### config.mk
export PLATFORM = sky130hd
export DESIGN_NAME = world_map_arbiter
export DESIGN_NICKNAME = d
export VERILOG_FILES = /design/src/rtl/world_map_arbiter.sv
export SDC_FILE = /design/constraint.sdc
export NUM_CORES = 1
export LEC_CHECK = 0
export ABC_AREA = 1
export BUFFER_PORTS_ARGS = -buffer_cell sky130_fd_sc_hd__buf_2
export CAP_MARGIN = 0
export CORE_MARGIN = 5
export CORE_UTILIZATION = 35
export CTS_BUF_LIST = sky130_fd_sc_hd__clkbuf_2 sky130_fd_sc_hd__clkbuf_4 sky130_fd_sc_hd__clkbuf_8
export DETAILED_ROUTE_END_ITERATION = 8
export GPL_ROUTABILITY_DRIVEN = 0
export PLACE_DENSITY = 0.62
export SLEW_MARGIN = 20
export SYNTH_ARGS = -nofsm -noshare
export SYNTH_HDL_FRONTEND = slang
export SYNTH_SLANG_ARGS = --single-unit
### constraint.sdc
create_clock -name sysclk -period 2.7 [get_ports sysclk]
set_input_delay 0.54 -clock sysclk [delete_from_list [all_inputs] [get_ports sysclk]]
set_output_delay 0.54 -clock sysclk [all_outputs]
set_load 0.05 [all_outputs]
### src/rtl/world_map_arbiter.sv
// Arbitrates the single-port world-map RAM between video pixel reads (priority) and bot lookups,
// with a starvation limit on bot reads. Define WORLD_MAP_ARB_STATS_EN to build the stat counters.
module world_map_arbiter #(
    parameter int ADDR_W       = 14,
    parameter int DATA_W       = 2,
    parameter int STARVE_LIMIT = 8
) (
    input  logic              sysclk,
    input  logic              sysreset,
    input  logic [ADDR_W-1:0] vid_addr,
    output logic [DATA_W-1:0] vid_pixel,
    input  logic              bot_req,
    input  logic [ADDR_W-1:0] bot_addr,
    output logic [DATA_W-1:0] bot_data,
    output logic              bot_ack,
    output logic              busy,
    output logic              mem_en,
    output logic [ADDR_W-1:0] mem_addr,
    input  logic [DATA_W-1:0] mem_data,
    output logic [7:0]        stat_forced,
    output logic [15:0]       stat_vid_stall
);

    typedef enum logic [1:0] {
        TAG_NONE = 2'd0,
        TAG_VID  = 2'd1,
        TAG_BOT  = 2'd2
    } tag_e;

    logic [ADDR_W-1:0] vid_last_q, vid_last_d;
    logic              vid_valid_q, vid_valid_d;
    logic              bot_pend_q, bot_pend_d;
    logic [ADDR_W-1:0] bot_addr_q, bot_addr_d;
    logic [7:0]        starve_cnt_q, starve_cnt_d;
    tag_e              tag_q, tag_d;
    logic [DATA_W-1:0] vid_pixel_q, vid_pixel_d;
    logic [DATA_W-1:0] bot_data_q, bot_data_d;
    logic              bot_ack_q, bot_ack_d;

    logic vid_pend_s;
    logic forced_s;
    logic gnt_vid_s;
    logic gnt_bot_s;
    logic busy_s;

    assign vid_pend_s = !vid_valid_q || (vid_addr != vid_last_q);
    assign forced_s   = bot_pend_q && (starve_cnt_q >= 8'(STARVE_LIMIT));
    assign busy_s     = bot_pend_q || (tag_q == TAG_BOT);

    // Grant selection: forced bot, then video, then idle-slot bot; nothing while in reset.
    always_comb begin
        gnt_vid_s = 1'b0;
        gnt_bot_s = 1'b0;
        if (sysreset) begin
            gnt_vid_s = 1'b0;
        end else if (forced_s) begin
            gnt_bot_s = 1'b1;
        end else if (vid_pend_s) begin
            gnt_vid_s = 1'b1;
        end else if (bot_pend_q) begin
            gnt_bot_s = 1'b1;
        end else begin
            gnt_bot_s = 1'b0;
        end
    end

    assign mem_en   = gnt_vid_s || gnt_bot_s;
    assign mem_addr = gnt_bot_s ? bot_addr_q : vid_addr;

    // Next-state: grant bookkeeping, request acceptance and capture of returning read data.
    always_comb begin
        vid_last_d   = vid_last_q;
        vid_valid_d  = vid_valid_q;
        bot_pend_d   = bot_pend_q;
        bot_addr_d   = bot_addr_q;
        starve_cnt_d = starve_cnt_q;
        tag_d        = TAG_NONE;
        vid_pixel_d  = vid_pixel_q;
        bot_data_d   = bot_data_q;
        bot_ack_d    = 1'b0;

        if (gnt_vid_s) begin
            vid_last_d  = vid_addr;
            vid_valid_d = 1'b1;
            tag_d       = TAG_VID;
            if (bot_pend_q && (starve_cnt_q != 8'hFF)) begin
                starve_cnt_d = starve_cnt_q + 8'd1;
            end else begin
                starve_cnt_d = starve_cnt_q;
            end
        end else if (gnt_bot_s) begin
            bot_pend_d   = 1'b0;
            starve_cnt_d = 8'd0;
            tag_d        = TAG_BOT;
        end else begin
            tag_d = TAG_NONE;
        end

        // A strobe arriving while busy is simply ignored.
        if (bot_req && !busy_s) begin
            bot_pend_d = 1'b1;
            bot_addr_d = bot_addr;
        end else begin
            bot_addr_d = bot_addr_q;
        end

        case (tag_q)
            TAG_VID: vid_pixel_d = mem_data;
            TAG_BOT: begin
                bot_data_d = mem_data;
                bot_ack_d  = 1'b1;
            end
            default: bot_ack_d = 1'b0;
        endcase
    end

    // Arbiter state registers.
    always_ff @(posedge sysclk) begin
        if (sysreset) begin
            vid_last_q   <= '0;
            vid_valid_q  <= 1'b0;
            bot_pend_q   <= 1'b0;
            bot_addr_q   <= '0;
            starve_cnt_q <= 8'd0;
            tag_q        <= TAG_NONE;
            vid_pixel_q  <= '0;
            bot_data_q   <= '0;
            bot_ack_q    <= 1'b0;
        end else begin
            vid_last_q   <= vid_last_d;
            vid_valid_q  <= vid_valid_d;
            bot_pend_q   <= bot_pend_d;
            bot_addr_q   <= bot_addr_d;
            starve_cnt_q <= starve_cnt_d;
            tag_q        <= tag_d;
            vid_pixel_q  <= vid_pixel_d;
            bot_data_q   <= bot_data_d;
            bot_ack_q    <= bot_ack_d;
        end
    end

    assign vid_pixel = vid_pixel_q;
    assign bot_data  = bot_data_q;
    assign bot_ack   = bot_ack_q;
    assign busy      = busy_s;

`ifdef WORLD_MAP_ARB_STATS_EN
    logic [7:0]  stat_forced_q, stat_forced_d;
    logic [15:0] stat_vid_stall_q, stat_vid_stall_d;

    // Saturating counters of forced bot grants and video cycles lost to bot.
    always_comb begin
        stat_forced_d    = stat_forced_q;
        stat_vid_stall_d = stat_vid_stall_q;
        if (gnt_bot_s && forced_s && (stat_forced_q != 8'hFF)) begin
            stat_forced_d = stat_forced_q + 8'd1;
        end else begin
            stat_forced_d = stat_forced_q;
        end
        if (gnt_bot_s && vid_pend_s && (stat_vid_stall_q != 16'hFFFF)) begin
            stat_vid_stall_d = stat_vid_stall_q + 16'd1;
        end else begin
            stat_vid_stall_d = stat_vid_stall_q;
        end
    end

    // Statistics registers.
    always_ff @(posedge sysclk) begin
        if (sysreset) begin
            stat_forced_q    <= 8'd0;
            stat_vid_stall_q <= 16'd0;
        end else begin
            stat_forced_q    <= stat_forced_d;
            stat_vid_stall_q <= stat_vid_stall_d;
        end
    end

    assign stat_forced    = stat_forced_q;
    assign stat_vid_stall = stat_vid_stall_q;
`else
    assign stat_forced    = 8'd0;
    assign stat_vid_stall = 16'd0;
`endif

endmodule

==> qor.yml, run 1 <==
sta:
  report.final.hold_viol_count: 0
  min_period_ps: 2485
  fmax_mhz: 402.4
  rsz0062_at_grt: "no"
  min_period_over_period_pct: 92.05
  clock_skew_ps: 5.544
  setup_tns_ps: 0
  setup_viol: 0
  drv_slew: 0
clock_tree:
  cts.sinks: 45
  clk_pin_slew_worst_paths_ps: 80
  cts_root_buf: "clkbuf_8"
  h-tree-depth: 2
  clock_latency_ps: 290
  cts_resized: 0
  cts_hold_buf: 0
  cts_buffers: 5
  cts.path.max_buffers: 2
  post-cts-setup-buffers: 0
  cts_tree: "built"
setup_path:
  reg2reg_slack_ps: 1110
  reg2reg_to: "vid_last_q[11]"
  crit_type: "input pin to primary output"
  cp_max_fo: 29
  worstPathArrival_ps: 1950
  r2r-start: "vid_last_q[2]"
  worstSetupEndpointType: "primary output"
  cp-start-kind: "input pin"
  cp.required_ps: 2160
  rr_worst_depth: 10
routing:
  num_vias: 1943
  routed_wl_um: 4873
  wire_per_inst_um: 10.73
  drt_iter0_drc: 78
  postRouteAntennaNets: 0
  route.detailed.drc: 0
  drt-vias-per-instance: 4.280
  firstDrtPassIters: 4
synth:
  avgSynthCellArea_um2: 6.970
  ys_seq_area_share_pct: 39.65
  synthCells: 326
  yosys_register_bits: 45
  mappedNetlistArea_um2: 2272
  ys_types: 25
  ys_warn_count: 0
floorplanning:
  ios: 78
  start_util_pct: 35.78
  core_um2: 6350
  rows: 29
  die_x_um: 90.57
  die-area_um2: 8203
  die_h_um: 90.57
global_route:
  grt_remaining_overflow: 0
  grt_pass1_wl_um: 8245
  antenna_found_initial: 0
  grt_pass1_vias: 1846
  grt_max_degree: 30
  grt_usage_pct: 12.03
power_and_ir_drop:
  power_frac_clock_pct: 27.4
  pwr-share-seq_pct: 49.2
  pwr_density_cell_nw_per_um2: 573.0
  ir_drop_mv: 0.2326
  comb_power_share_pct: 23.4
  total_leakage_power_nw: 1.352
  p_sw_uw: 502.5
  swShare_pct: 33.78
  power.total_mw: 1.488
  internal_power_uw: 985.1
min_path:
  min_path_cells: 2
  hp-start: "starve_cnt_q[7]"
  min_to: "starve_cnt_q[7]"
  hold_class: "flip-flop to flip-flop"
finish:
  drive_gt1_share_pct: 20.42
  num-nets-final: 411
  area_growth_syn_to_layout_pct: 14.26
  fillCellCount: 663
  antenna_cells: 0
place:
  dp_hpwl_um: 3844
  portBuffers: 53
status:
  status: "complete, no violations"
job:
  drv_cap: 0
## Yosys cell counts
| cell type | count | area share, % |
|---|---|---|
| o21ai_0 | 22 | 4.8 |
| nand4_1 | 5 | 1.4 |
| clkbuf_1 | 5 | 0.83 |
| conb_1 | 1 | 0.17 |
| buf_6 | 2 | 0.99 |
| inv_1 | 55 | 9.1 |
| ha_1 | 2 | 1.1 |
| o22ai_1 | 1 | 0.28 |
| nand2_8 | 1 | 0.88 |
| o21ai_2 | 6 | 2.3 |
| nor3_1 | 3 | 0.66 |
| xnor2_1 | 1 | 0.39 |
| nand2_1 | 77 | 13 |
| o21ai_1 | 19 | 4.2 |
| nor2_1 | 22 | 3.6 |
| buf_4 | 24 | 7.9 |
| inv_2 | 1 | 0.17 |
| nor2_2 | 3 | 0.83 |
| nand2_4 | 2 | 0.99 |
| a21oi_1 | 17 | 3.7 |
| xor2_1 | 2 | 0.77 |
| dfxtp_1 | 45 | 40 |
| nand3_1 | 5 | 1.1 |
| nor2_4 | 1 | 0.50 |
| buf_2 | 4 | 0.88 |
## cell usage in the layout (no fill, tap or decap), types with 2 or more instances in the layout
| cell type | count |
|---|---|
| nor2_1 | 22 |
| conb_1 | 24 |
| clkinv_2 | 2 |
| dfxtp_1 | 45 |
| o21ai_1 | 19 |
| buf_4 | 2 |
| nand2_1 | 77 |
| o21ai_2 | 6 |
| nor2_2 | 3 |
| nand2_8 | 2 |
| ha_1 | 2 |
| nor3_1 | 3 |
| inv_1 | 55 |
| nand4_1 | 5 |
| o21ai_0 | 22 |
| clkbuf_4 | 4 |
| a21oi_1 | 17 |
| xor2_1 | 2 |
| buf_2 | 50 |
| clkbuf_8 | 5 |
| nand3_1 | 5 |
## final cells by class
class	count	area (µm²)	area share, %
Clock buffer	6	76.32	2.940
Clock inverter	2	10.01	0.3855
Inverter	56	210.2	8.096
Multi-Input combinational cell	213	1015	39.08
Sequential cell	45	900.9	34.70
Tap cell	77	96.34	3.711
Timing Repair Buffer	55	287.8	11.08
## logic make-up (layout without fill, tap and decap cells)
family | count (synthesis) | in the layout | share of synthesized area [%]
AO/OA/AOI/OAI | 65 | 65 | 15.36
XOR/XNOR | 3 | 3 | 1.157
adder cells (fa/ha/maj) | 2 | 2 | 1.101
buffers and inverters | 91 | 119 | 19.88
flip-flops | 45 | 45 | 39.65
other | 1 | 24 | 0.1650
AND/OR/NAND/NOR | 119 | 119 | 22.69
## worst max-delay path by stage
stage / end / cells after the start / startpoint
6_report: mem_addr[12] / 12 / vid_addr[7]
2_1_floorplan: mem_en / 9 / vid_addr[3]
3_5_place_dp: mem_addr[6] / 11 / vid_addr[7]
5_1_grt: mem_addr[5] / 11 / vid_last_q[11]
3_3_place_gp: mem_addr[7] / 11 / vid_addr[7]
4_1_cts: mem_addr[13] / 8 / starve_cnt_q[5]
## through the flow
step	worst slack [ps]	instance area (µm²)	instances	util (%)	hold WS [ps]
5_1_grt	18.10	2596	454	40.89	478.7
2_1_floorplan	75.79	2359	349	-	414.3
3_5_place_dp	119.9	2494	446	39.27	435.2
4_1_cts	111.4	2580	454	40.63	448.2
6_report	214.6	2596	454	40.89	445.7
3_3_place_gp	140.0	2494	446	39.27	427.8
## power by group through the flow
stage	Sequential [mW]	Combinational (mW)	Clock, mW
after floorplan	0.752	0.289	0
after global placement	0.747	0.345	0
after detailed placement	0.748	0.346	0
after CTS	0.732	0.347	0.424
after global routing	0.738	0.387	0.445
final	0.732	0.348	0.407
## registers in the layout (all words and copies together), names as in the netlist
register	cells
vid_pixel	2
bot_pend_q	1
bot_addr_q	14
starve_cnt_q	8
bot_data	2
vid_last_q	14
bot_ack	1
vid_valid_q	1
tag_q	2
## metal layers
layer / global-route usage [%] / up-vias / wire (µm)
met2: 19.31 / 47 / 2167
met5: 0 / - / 0
met1: 15.29 / 841 / 2316
li1: - / 1050 / -
met3: 3.583 / 5 / 318
met4: 4.094 / 0 / 71
## worst max-delay path: stages
cell and delay, ps:
buf_2 140, inv_1 50, nand2_1 60, nand2_1 50, nor2_1 90, nand2_1 60, nor2_2 140, nand2_4 100
nand2_8 110, nand2_8 140, o21ai_1 210, clkbuf_4 260
Note: power is estimated with default switching activity, not from simulation.
==> inputs of run 2 (changes only) <==
--- a/config.mk
+++ b/config.mk
@@ -9,11 +9,11 @@
 export BUFFER_PORTS_ARGS = -buffer_cell sky130_fd_sc_hd__buf_2
 export CAP_MARGIN = 0
 export CORE_MARGIN = 5
-export CORE_UTILIZATION = 35
+export CORE_UTILIZATION = 55
 export CTS_BUF_LIST = sky130_fd_sc_hd__clkbuf_2 sky130_fd_sc_hd__clkbuf_4 sky130_fd_sc_hd__clkbuf_8
 export DETAILED_ROUTE_END_ITERATION = 8
 export GPL_ROUTABILITY_DRIVEN = 0
-export PLACE_DENSITY = 0.62
+export PLACE_DENSITY = 0.9
 export SLEW_MARGIN = 20
 export SYNTH_ARGS = -nofsm -noshare
 export SYNTH_HDL_FRONTEND = slang
==> qor.yml, run 2 (same netlist as run 1, synthesis figures left out) <==
clock_tree:
  cts_buffers: 5
  cts.path.max_buffers: 2
  cts_root_buf: "clkbuf_8"
  post-cts-setup-buffers: 0
  clk_pin_slew_worst_paths_ps: 90
  h-tree-depth: 2
  cts_resized: 0
  clock_latency_ps: 300
  cts.sinks: 45
  cts_hold_buf: 0
  cts_tree: "built"
routing:
  routed_wl_um: 5233
  drt_iter0_drc: 260
  num_vias: 2117
  route.detailed.drc: 0
  firstDrtPassIters: 5
  drt-vias-per-instance: 4.946
  wire_per_inst_um: 12.23
  postRouteAntennaNets: 0
finish:
  multi_input_area_um2: 1015
  stdcell_count: 428
  area_growth_syn_to_layout_pct: 15.09
  fillCellCount: 339
  final_common_cell: "nand2_1"
  antenna_cells: 0
  drive_gt1_share_pct: 20.63
  largestRegisters: "bot_addr_q (14), vid_last_q (14), starve_cnt_q (8)"
  seqCellArea_um2: 900.9
  num-nets-final: 412
  mostFrequentLayoutCells: "77 x nand2_1, 55 x inv_1, 51 x buf_2, 45 x dfxtp_1, 24 x conb_1"
place:
  place_inst: 420
  dp_slack_ps: 173.0
  portBuffers: 53
  dp_hpwl_um: 3712
setup_path:
  cp_max_fo: 29
  cp-start-kind: "flip-flop"
  cp.required_ps: 2160
  max_stage_delay_ps: 370
  critical-path-top-delay-family: "simple AND/OR/NAND/NOR gates"
  crit_buf_inv: 2
  slowest_stage: "dfxtp_1"
  crit_top_cell: "nand2_1"
  worstSetupEndpointType: "primary output"
  crit_chain: "inv_1, nand2_1, nand2_1, nor2_1, nand2_1, nor2_2, nand2_4, nand2_8, nand2_8, o21ai_1, buf_2"
  worstPathArrival_ps: 2020
  crit_type: "flip-flop to primary output"
sta:
  fin_hold_ws_ps: 448.8
  relSlewSlack_pct: 47.24
  setup_viol: 0
  report.final.hold_viol_count: 0
  drv_slew: 0
  max_slew.worst_pin.slew_ps: 789.2
  setup_tns_ps: 0
  worst_slack_ps: 138.9
  fmax_mhz: 390.5
  clock_skew_ps: 8.430
  min_period_ps: 2561
  min_period_over_period_pct: 94.85
floorplanning:
  die_h_um: 74.28
  core_um2: 4000
  start_util_pct: 56.80
  die_x_um: 74.28
  die-area_um2: 5517
  ios: 78
  rows: 23
power_and_ir_drop:
  pwr-share-seq_pct: 43.5
  internal_power_mw: 1.165
  total_leakage_power_nw: 1.375
  swShare_pct: 30.93
  power_frac_clock_pct: 35.3
  power.total_mw: 1.686
  p_sw_uw: 521.4
  comb_power_share_pct: 21.2
  ir_drop_mv: 0.4537
  pwr_density_cell_nw_per_um2: 644.7
global_route:
  antenna_found_initial: 0
  grt_pass1_vias: 1932
  grt_remaining_overflow: 0
  grt_pass1_wl_um: 8280
  grt_usage_pct: 19.19
  grt_max_degree: 30
job:
  drv_cap: 0
min_path:
  hold_class: "flip-flop to flip-flop"
status:
  status: "complete, no violations"
## run 2: worst paths after layout
kind                                      start               to  slack (ps)  cells after the start
worst max-delay path              vid_last_q[5]      mem_addr[5]         140                     11
worst min-delay path            starve_cnt_q[7]  starve_cnt_q[7]         450                      2
worst max register to register         tag_q[1]    bot_addr_q[2]         950                      6
worst min register to register  starve_cnt_q[7]  starve_cnt_q[7]         450                      2
## run 2: worst register-to-register path, cell delays in order (launching register included)
cell,delay (ps)
dfxtp_1,300
inv_1,60
nor2_1,60
inv_1,130
nand3_1,570
o21ai_0,450
a21oi_1,70
## run 2: area by class of cell
class | instances | share of cell area (%)
Tap cell | 50 | 2.392
Multi-Input combinational cell | 213 | 38.80
Inverter | 56 | 8.038
Clock buffer | 5 | 2.632
Sequential cell | 45 | 34.45
Timing Repair Buffer | 56 | 11.20
Clock inverter | 3 | 2.488
## run 2: power by group through the flow
stage               Clock (mW)  Combinational, mW  Sequential [mW]
floorplan                    0              0.289            0.752
global placement             0              0.341            0.746
detailed placement           0              0.347            0.748
finish                   0.595              0.357            0.733
global route             0.630              0.388            0.739
CTS                      0.600              0.349            0.733
## run 2: routing by layer
metal  up-vias  global-route usage (%)  part of all wire (%)
li1       1059                       -                     -
met1       939                   23.42                    41
met2       103                   32.28                    49
met3        16                   5.000                   7.9
met4         0                   7.708                   2.4
met5         -                       0                     0
## run 2: metrics by stage
stage	cell area, µm²	util [%]
floorplan	2359	-
global placement	2467	61.68
detailed placement	2467	61.68
CTS	2601	65.03
global route	2615	65.37
finish	2615	65.37
==> inputs of run 3 (changes only) <==
--- a/config.mk
+++ b/config.mk
@@ -9,11 +9,11 @@
 export BUFFER_PORTS_ARGS = -buffer_cell sky130_fd_sc_hd__buf_2
 export CAP_MARGIN = 0
 export CORE_MARGIN = 5
-export CORE_UTILIZATION = 55
+export CORE_UTILIZATION = 52
 export CTS_BUF_LIST = sky130_fd_sc_hd__clkbuf_2 sky130_fd_sc_hd__clkbuf_4 sky130_fd_sc_hd__clkbuf_8
 export DETAILED_ROUTE_END_ITERATION = 8
 export GPL_ROUTABILITY_DRIVEN = 0
-export PLACE_DENSITY = 0.9
+export PLACE_DENSITY_LB_ADDON = 0.1
 export SLEW_MARGIN = 20
 export SYNTH_ARGS = -nofsm -noshare
 export SYNTH_HDL_FRONTEND = slang
==> constraint.sdc (replaced) <==
create_clock -name sysclk -period 2.5 [get_ports sysclk]
set_input_delay 0.5 -clock sysclk [delete_from_list [all_inputs] [get_ports sysclk]]
set_output_delay 0.5 -clock sysclk [all_outputs]
set_load 0.05 [all_outputs]
==> qor.yml, run 3 (same netlist as run 1, synthesis figures left out) <==
status:
  status: "complete, no violations"
sta:
  max_slew.worst_pin.slew_ps: 884.5
  worst_slack_ps: 150.3
  min_period_ps: 2350
  setup_tns_ps: 0
  fmax_mhz: 425.6
  fin_hold_ws_ps: 437.3
  min_period_over_period_pct: 93.99
  report.final.hold_viol_count: 0
  setup_viol: 0
  drv_slew: 0
  clock_skew_ps: 4.243
  relSlewSlack_pct: 40.87
floorplanning:
  rows: 24
  die_x_um: 76.10
  die-area_um2: 5791
  core_um2: 4294
  die_h_um: 76.10
  ios: 78
  start_util_pct: 52.91
clock_tree:
  cts_root_buf: "clkbuf_8"
  clock_latency_ps: 290
  h-tree-depth: 2
  cts_hold_buf: 0
  cts.path.max_buffers: 2
  cts_tree: "built"
  cts.sinks: 45
  clk_pin_slew_worst_paths_ps: 70
  cts_buffers: 5
setup_path:
  worstSetupEndpointType: "primary output"
  max_stage_delay_ps: 340
  crit_chain: "inv_1, nand2_1, nand2_1, nor2_1, nand2_1, nor2_2, nand2_4, nand2_8, nand2_8, o21ai_1, buf_2"
  r2r-start: "tag_q[1]"
  cp.required_ps: 2000
  reg2reg_slack_ps: 680
  worstPathArrival_ps: 1850
  rr_worst_depth: 6
  reg2reg_to: "bot_addr_q[3]"
  crit_top_cell: "nand2_1"
  cp_max_fo: 29
  slowest_stage: "dfxtp_1"
  crit_type: "flip-flop to primary output"
  cp-start-kind: "flip-flop"
power_and_ir_drop:
  power.total_mw: 1.570
  swShare_pct: 33.35
  total_leakage_power_nw: 1.351
  power_frac_clock_pct: 25.6
  pwr_density_cell_nw_per_um2: 610.2
  comb_power_share_pct: 24.0
  ir_drop_mv: 0.3556
  p_sw_uw: 523.4
  internal_power_mw: 1.046
  pwr-share-seq_pct: 50.4
routing:
  drt_iter0_drc: 104
  num_vias: 1916
  routed_wl_um: 4614
  firstDrtPassIters: 4
  postRouteAntennaNets: 0
  drt-vias-per-instance: 4.487
  route.detailed.drc: 0
  wire_per_inst_um: 10.81
min_path:
  min_to: "starve_cnt_q[5]"
  hold_class: "flip-flop to flip-flop"
  hp-start: "starve_cnt_q[5]"
  min_path_cells: 2
place:
  place_inst: 421
  dp_hpwl_um: 3657
  portBuffers: 53
  dp_slack_ps: 59.35
finish:
  num-nets-final: 411
  antenna_cells: 0
  mostFrequentLayoutCells: "77 x nand2_1, 55 x inv_1, 45 x dfxtp_1, 42 x buf_2, 24 x conb_1"
  area_growth_syn_to_layout_pct: 13.22
  stdcell_count: 427
  drive_gt1_share_pct: 20.00
  fillCellCount: 444
  largestRegisters: "bot_addr_q (14), vid_last_q (14), starve_cnt_q (8)"
  final_common_cell: "nand2_1"
job:
  drv_cap: 0
global_route:
  grt_pass1_vias: 1640
  antenna_found_initial: 0
  grt_max_degree: 30
  grt_remaining_overflow: 0
  grt_pass1_wl_um: 7603
  grt_usage_pct: 15.83
## run 3: worst max-delay path, delay by kind of cell, from the launching register on
family | cells | cell delay [ps]
simple gates | 8 | 710
compound gates | 1 | 150
buf+inv | 2 | 330
flops | 1 | 340
## run 3: repair_timing
item,CTS,global route
buffers inserted,0,0
gates resized for setup,0,18
setup endpoints to repair,0,14
## run 3: worst max path at each step
stage | from | endpoint
after global routing | vid_last_q[6] | mem_addr[6]
after global placement | vid_addr[13] | mem_addr[7]
after detailed placement | vid_addr[13] | mem_addr[7]
final | vid_last_q[9] | mem_addr[9]
after floorplan | vid_addr[0] | mem_addr[10]
after CTS | vid_last_q[9] | mem_addr[7]
## run 3: cell type report
type | count | area (µm²) | share of cell area, %
Clock buffer | 5 | 68.82 | 2.675
Clock inverter | 1 | 5.005 | 0.1946
Inverter | 56 | 210.2 | 8.171
Multi-Input combinational cell | 213 | 1015 | 39.45
Sequential cell | 45 | 900.9 | 35.02
Tap cell | 52 | 65.06 | 2.529
Timing Repair Buffer | 55 | 307.8 | 11.96
## run 3: metal layers
| metal | global-route usage [%] | vias to the layer above | routed length [µm] |
|---|---|---|---|
| met5 | 0 | - | 0 |
| met4 | 5.769 | 0 | 53 |
| met3 | 4.019 | 5 | 247 |
| met2 | 24.74 | 42 | 2131 |
| met1 | 21.03 | 820 | 2182 |
| li1 | - | 1049 | - |
## run 3: metrics by stage
| stage | utilization, % | instance area (µm²) |
|---|---|---|
| 4_1_cts | 59.06 | 2536 |
| 2_1_floorplan | - | 2359 |
| 3_5_place_dp | 57.34 | 2462 |
| 5_1_grt | 59.91 | 2572 |
| 3_3_place_gp | 57.34 | 2462 |
| 6_report | 59.91 | 2572 |
## run 3: power by group through the flow
stage	sequential (mW)	combinational [mW]	clock [mW]
after global routing	0.797	0.412	0.444
after global placement	0.806	0.370	0
after CTS	0.791	0.373	0.418
after floorplan	0.812	0.312	0
after detailed placement	0.808	0.372	0
final	0.791	0.377	0.401
